**config.mk**
```make
export PLATFORM = sky130hd
export DESIGN_NAME = handshake_rr_arbiter
export DESIGN_NICKNAME = d
export VERILOG_FILES = /design/src/rtl/handshake_rr_arbiter.sv
export SDC_FILE = /design/constraint.sdc
export NUM_CORES = 1
export LEC_CHECK = 0
export ABC_CLOCK_PERIOD_IN_PS = 2700
export CORE_ASPECT_RATIO = 1.4
export CORE_UTILIZATION = 60
export CTS_CLUSTER_SIZE = 10
export DETAILED_ROUTE_END_ITERATION = 10
export DONT_BUFFER_PORTS = 1
export GPL_ROUTABILITY_DRIVEN = 1
export PLACE_DENSITY = 0.76
export SLEW_MARGIN = 20
export SYNTH_ARGS = -nofsm -noshare
export SYNTH_HDL_FRONTEND = slang
export SYNTH_SLANG_ARGS = --single-unit
```
**constraint.sdc**
```tcl
create_clock -name clk -period 2.7 [get_ports clk]
set_input_delay 0.135 -clock clk [delete_from_list [all_inputs] [get_ports clk]]
set_output_delay 0.135 -clock clk [all_outputs]
set_load 0.005 [all_outputs]
```
**src/rtl/handshake_rr_arbiter.sv**
```systemverilog
// handshake_rr_arbiter: packet-granular round-robin valid/ready arbiter with a one-entry registered output stage; optional per-grant beat limit under `BURST_LIMIT_EN
module handshake_rr_arbiter #(
  parameter int NUM_SRC = 4,
  parameter int WIDTH = 8,
  parameter int MAX_BURST = 16,
  localparam int GW = (NUM_SRC > 1) ? $clog2(NUM_SRC) : 1
) (
  input  logic                     clk,
  input  logic                     s_rst_n,
  input  logic [NUM_SRC-1:0]       src_vaild,
  input  logic [NUM_SRC*WIDTH-1:0] src_data_in,
  input  logic [NUM_SRC-1:0]       src_last,
  output logic [NUM_SRC-1:0]       src_ready,
  output logic                     dst_vaild,
  output logic [WIDTH-1:0]         dst_data_out,
  output logic                     dst_last,
  input  logic                     dst_ready,
  output logic [GW-1:0]            grant_id,
  output logic                     busy
);
  typedef enum logic [1:0] {IDLE, ARB, XFER} state_t;
  state_t state_q, state_d;
  logic [GW-1:0] ptr_q, ptr_d, grant_q, grant_d, next_id;
  logic dst_vaild_q, dst_vaild_d, dst_last_q, dst_last_d;
  logic [WIDTH-1:0] dst_data_q, dst_data_d, sel_data;
  logic found, sel_vaild, sel_last, out_free, acc, eog, hit;
  // rotating priority search: first pass from ptr upward, second pass wraps to the low channels
  always_comb begin
    found = 1'b0;
    next_id = ptr_q;
    for (int i = 0; i < NUM_SRC; i++)
      if (!found && i >= int'(ptr_q) && src_vaild[i]) begin
        found = 1'b1;
        next_id = i[GW-1:0];
      end
    for (int i = 0; i < NUM_SRC; i++)
      if (!found && src_vaild[i]) begin
        found = 1'b1;
        next_id = i[GW-1:0];
      end
  end
  // mux the granted channel; ready depends only on state and output-stage occupancy
  always_comb begin
    sel_vaild = 1'b0;
    sel_last = 1'b0;
    sel_data = '0;
    src_ready = '0;
    for (int i = 0; i < NUM_SRC; i++)
      if (grant_q == i[GW-1:0]) begin
        sel_vaild = src_vaild[i];
        sel_last = src_last[i];
        sel_data = src_data_in[i*WIDTH +: WIDTH];
        src_ready[i] = (state_q == XFER) && out_free;
      end
  end
  assign out_free = !dst_vaild_q || dst_ready;
  assign acc = (state_q == XFER) && sel_vaild && out_free;
  assign eog = acc && (sel_last || hit);
`ifdef BURST_LIMIT_EN
  logic [15:0] beat_cnt_q, beat_cnt_d;
  assign hit = ({1'b0, beat_cnt_q} + 17'd1) == 17'(MAX_BURST);
  // beats accepted in the current grant, saturating, cleared when the grant ends
  always_comb beat_cnt_d = eog ? 16'd0 : (acc && beat_cnt_q != 16'hffff) ? beat_cnt_q + 16'd1 : beat_cnt_q;
  // beat counter register
  always_ff @(posedge clk or negedge s_rst_n)
    if (!s_rst_n) beat_cnt_q <= '0;
    else beat_cnt_q <= beat_cnt_d;
`else
  assign hit = 1'b0;
`endif
  // next state, grant/pointer update and output-stage load/drain
  always_comb begin
    state_d = state_q;
    ptr_d = ptr_q;
    grant_d = grant_q;
    dst_vaild_d = (dst_vaild_q && !dst_ready) || acc;
    dst_data_d = acc ? sel_data : dst_data_q;
    dst_last_d = acc ? sel_last : dst_last_q;
    if (state_q == IDLE && |src_vaild) state_d = ARB;
    if (state_q == ARB) begin
      state_d = found ? XFER : IDLE;
      grant_d = found ? next_id : grant_q;
    end
    if (eog) begin
      ptr_d = (grant_q == GW'(NUM_SRC - 1)) ? '0 : grant_q + 1'b1;
      state_d = |src_vaild ? ARB : IDLE;
    end
  end
  // state and output registers, cleared asynchronously
  always_ff @(posedge clk or negedge s_rst_n)
    if (!s_rst_n) begin
      state_q <= IDLE;
      ptr_q <= '0;
      grant_q <= '0;
      dst_vaild_q <= 1'b0;
      dst_data_q <= '0;
      dst_last_q <= 1'b0;
    end else begin
      state_q <= state_d;
      ptr_q <= ptr_d;
      grant_q <= grant_d;
      dst_vaild_q <= dst_vaild_d;
      dst_data_q <= dst_data_d;
      dst_last_q <= dst_last_d;
    end
  assign dst_vaild = dst_vaild_q;
  assign dst_data_out = dst_data_q;
  assign dst_last = dst_last_q;
  assign grant_id = grant_q;
  assign busy = (state_q != IDLE) || dst_vaild_q;
endmodule
```
Word-level counts from Yosys, hierarchy flattened
Index checks and enable logic that the tools add are counted.
{"block": "word_totals", "out_inout_bits": 17, "reg_bits": 16, "elab_cells": 87, "inputBits": 43}
{"block": "op_classes", "muxes": 38, "eq_ne": 5, "n_reduce_logical": 34, "addsub": 1, "magnitude_cmp": 3}
{"op": "8-bit 2-to-1 mux", "count": 4}
{"op": "2-bit 2-to-1 mux", "count": 13}
{"op": "1-bit 2-to-1 mux", "count": 21}
{"op": "1-bit logical AND", "count": 16}
{"op": "1-bit zero test", "count": 9}
{"op": "2-bit == test, second input constant", "count": 3}
{"op": "2-bit by 1-bit == test with 1-bit output, second input constant", "count": 2}
{"op": "1-bit by 2-bit greater-or-equal comparator with 1-bit output, first input constant", "count": 2}
{"op": "2-bit zero test", "count": 2}
{"op": "4-bit OR reduction", "count": 1}
{"op": "1-bit logical OR", "count": 3}
{"op": "3-bit nonzero test", "count": 1}
{"op": "2-bit by 1-bit adder with 2-bit output, second input constant", "count": 1}
{"op": "2-bit greater-or-equal comparator, first input constant", "count": 1}
{"op": "2-bit AND reduction", "count": 1}
{"op": "2-bit nonzero test", "count": 1}

Depth between registers and ports, before layout
{"block": "logic_depth", "word_depth": 29, "mapped_depth": 7}

Worst setup path after synthesis
No wires, ideal clock.
{"block": "synth_path", "kind": "reg-to-reg", "start": "register grant_q[0] (netlist: grant_id[0])", "end": "register dst_data_q[0] (netlist: dst_data_out[0])", "arrival_time_ns": 1.692, "required_ns": 2.575, "stages_incl_launch_ff": 8, "slack_ns": 0.883, "cell_sequence": "dfrtp_1 -> inv_1 -> ha_1 -> nor3b_1 -> nor3_2 -> and3_1 -> buf_6 -> mux2_4"}
{"block": "synth_between", "elab_chain_cells": 7, "word_cells_on_any_way": 14, "cone_classes": "eq/ne (3); mux (8); reduce/logical (3)"}
{"item": "start, declared", "line_no": "23", "rtl": "logic [GW-1:0] ptr_q, ptr_d, grant_q, grant_d, next_id;"}
{"item": "start signal, assigned", "line_no": "101", "rtl": "grant_q <= grant_d;"}
{"item": "2-bit zero test", "line_no": "49", "rtl": "if (grant_q == i[GW-1:0]) begin"}
{"item": "1-bit 2-to-1 mux (4 in a row)", "line_no": "49"}
{"item": "1-bit logical AND (2 in a row)", "line_no": "57", "rtl": "assign acc = (state_q == XFER) && sel_vaild && out_free;"}
{"item": "end signal, assigned", "line_no": "103", "rtl": "dst_data_q <= dst_data_d;"}
{"item": "end, declared", "line_no": "25", "rtl": "logic [WIDTH-1:0] dst_data_q, dst_data_d, sel_data;"}
Parallel ways exist; a longest one is shown, timed or not.
A chain may end at the register's enable or synchronous reset.

Worst setup path in the final report
{"block": "layout_path", "start": "register grant_q[1] (netlist: grant_id[1])", "end": "register dst_data_q[3] (netlist: dst_data_out[3])"}
The elaborated chain is that of the path after synthesis.

==> results.py <==
metrics = {
    "worst_setup_path": {
        "cp-start-kind": "register",
        "critical_path_required_ps": 2880,
        "slowest_stage": "and3_1",
        "crit_type": "reg2reg",
        "cp_max_fo": 14,
        "endpoint_kind": "register",
        "cp.arrival_ps": 2490,
        "rrSetupSlack_ps": 390,
        "crit_chain": "inv_1 > ha_1 > a211oi_1 > o21ai_1 > and3_1 > mux2_4",
        "cpPeakStageDelay_ps": 550,
        "r2r_cells": 6,
    },
    "clock_network": {
        "cts_tree": "built",
        "clkSlewWorstSetupHoldPaths_ps": 100,
        "cts_resized": 0,
        "post_cts_buffers": 0,
        "cts_sinks": 16,
        "cts_made_buffers": 3,
        "clk-insertion-delay-late_ps": 290,
        "cts-root-buf": "clkbuf_4",
        "cts_buffer_depth": 2,
        "cts-htree-levels": 1,
    },
    "yosys": {
        "synth.ff_latch_count": 16,
        "syn_inst": 121,
        "yosysUniqueCellTypes": 34,
        "ys.flop_type": "dfrtp_1",
        "synth_top_area_share_pct": 34.08,
        "ys_seq_area_share_pct": 34.08,
        "synth_nets": 168,
        "ys_async_sr_fraction_pct": 100.0,
        "synth-warning-count": 0,
        "synth_edf_count": 0,
        "syn_avg_cell_area_um2": 9.710,
        "syn-cell-area_mm2": 0.001175,
        "synthTopCellsByArea": "dfrtp_1, mux2_4, nor2b_1",
        "yosysTopAreaCell": "dfrtp_1",
    },
    "timing": {
        "timing.fmax_mhz": 432.9,
        "worst_slew_pin_slew_ps": 760.4,
        "fin_setup_tns_ps": 0,
        "drv_slew": 0,
        "setup_viol": 0,
        "period_share_pct": 85.56,
        "slew_headroom_pct": 49.14,
        "hold_slack_ps": 75.80,
        "finClkSkew_ps": 6.567,
        "finalHoldViolCount": 0,
        "min_period_ps": 2310,
        "rsz0062_at_grt": "no",
    },
    "floorplan": {
        "core_mm2": 0.001802,
        "die_y_um": 54.36,
        "die_area_mm2": 0.002142,
        "fp-row-count": 18,
        "ios": 60,
        "die_x_um": 39.40,
        "start_util_pct": 65.21,
    },
    "detailed_routing": {
        "wl_um": 2657,
        "first_iter_violations": 10,
        "ant_nets": 0,
        "vias_per_cell": 6.589,
        "via_count": 929,
        "drc": 0,
        "wl_per_cell_um": 18.84,
        "drt-pass1-iter-count": 4,
    },
    "status": {
        "outcome": "completed",
    },
    "global_routing": {
        "grt_pass1_wl_um": 3760,
        "grt_usage_pct": 25.46,
        "grt_overflow": 0,
        "grt_pass1_vias": 911,
        "antenna_found_initial": 0,
        "grt_max_degree": 20,
    },
    "placement": {
        "gp_congestion": 0.7586,
        "numPortBuffers": 0,
        "hpwlAfterDp_um": 2076,
        "post_dp_cell_area_mm2": 0.001172,
    },
    "layout": {
        "final_core_util_pct": 67.64,
        "nNetsFinal": 169,
        "syn_to_final_growth_pct": 3.727,
        "final_area_mm2": 0.001219,
        "diodes": 0,
        "drive_gt1_share_pct": 14.88,
    },
    "power": {
        "p_leak_nw": 0.5057,
        "pwr_density_cell_mw_per_mm2": 1203,
        "irDropWorstVdd_v": 0.0006408,
        "power.total_mw": 1.467,
    },
    "worst_hold_path": {
        "holdPathStages": 2,
        "min_path_type": "in2reg",
    },
    "run": {
        "drv_cap": 0,
    },
}
[cell usage after synthesis (2+ instances only)]
| master | count |
|---|---|
| mux2_4 | 8 |
| clkbuf_1 | 3 |
| or3_1 | 2 |
| o31ai_1 | 8 |
| nor2_1 | 3 |
| dfrtp_1 | 16 |
| inv_1 | 5 |
| and2_1 | 5 |
| ha_1 | 4 |
| a221oi_1 | 9 |
| buf_4 | 2 |
| nand2_1 | 14 |
| nand2b_1 | 3 |
| nor2b_1 | 16 |
| o21ai_0 | 2 |
| mux2_1 | 3 |
[report_power, final]
part / switching, mW / total (mW) / internal [mW]
clock: 0.0775 / 0.160 / 0.0822
combinational: 0.400 / 0.834 / 0.435
sequential: 0.117 / 0.472 / 0.356
total: 0.594 / 1.47 / 0.873
[per-stage QoR]
step | std cells | setup WS [ps]
global route | 141 | 254.3
detailed placement | 136 | 401.2
finish | 141 | 389.8
CTS | 141 | 388.7
floorplan | 121 | 883.3
global placement | 136 | 476.4
[critical path: cells and delay by family (launching register included)]
kind,cells,cell delay (ps)
AO/OA/AOI/OAI,2,300
adder cells (fa/ha/maj),1,440
buffers and inverters,1,110
flip-flops,1,450
multiplexers,1,340
AND/OR/NAND/NOR,1,550
[area by class of cell]
cell class | instances | area (um^2)
fillers | 161 | 583.1
clock buffers | 4 | 36.28
flip-flops and latches | 16 | 400.4
multi-input cells | 93 | 713.2
inverters | 5 | 18.77
well taps | 20 | 25.02
repair buffers | 3 | 25.02
[repair_timing]
action,4_1_cts,5_1_grt
setup endpoints to repair,0,0
hold buffers,1,0
hold endpoints to repair,16,0
[layout by cell type, fill, tap and decap left out, drive strengths merged, types with 2 or more instances in the layout]
master  synthesis  routed
nor2b          16      16
a21oi           2       2
clkbuf          3       4
inv             5       5
buf             4       2
nor2            3       3
nand2          14      14
a221oi         10      10
nand2b          3       3
o31ai           8       8
or3             2       2
dfrtp          16      16
o21ai           3       3
ha              4       4
and2            5       5
mux2           11      11
[path summary, 6_finish.rpt]
path / from / end
setup reg to reg: grant_id[1]$_DFFE_PN0P_ / dst_data_out[3]$_DFFE_PN0P_
hold reg to reg: dst_data_out[2]$_DFFE_PN0P_ / dst_data_out[2]$_DFFE_PN0P_
hold / removal: src_vaild[1] / grant_id[0]$_DFFE_PN0P_
max in group asynchronous: s_rst_n / dst_vaild$_DFF_PN0_
min in group asynchronous: s_rst_n / dst_data_out[1]$_DFFE_PN0P_
setup / recovery: grant_id[1]$_DFFE_PN0P_ / dst_data_out[3]$_DFFE_PN0P_
[kinds of logic after synthesis]
family	Yosys count	share of synthesized area (%)
buffers and inverters	12	5.218
flip-flops	16	34.08
AND/OR/NAND/NOR	49	22.90
adder cells (fa/ha/maj)	4	4.260
AO/OA/AOI/OAI	28	19.60
multiplexers	12	13.95
[registers in the layout, indices dropped and copies added, names as in the netlist]
register,count
ptr_q,2
grant_id,2
dst_data_out,8
state_q,2
dst_last,1
dst_vaild,1
[routing by layer]
| metal | track usage (%) | up-vias | wire length, um |
|---|---|---|---|
| li1 | - | 440 | - |
| met1 | 24.74 | 438 | 960 |
| met2 | 48.63 | 47 | 1423 |
| met3 | 7.317 | 4 | 245 |
| met4 | 8.621 | 0 | 28 |
| met5 | 0 | - | 0 |
Power figures use the tool's default switching activity.
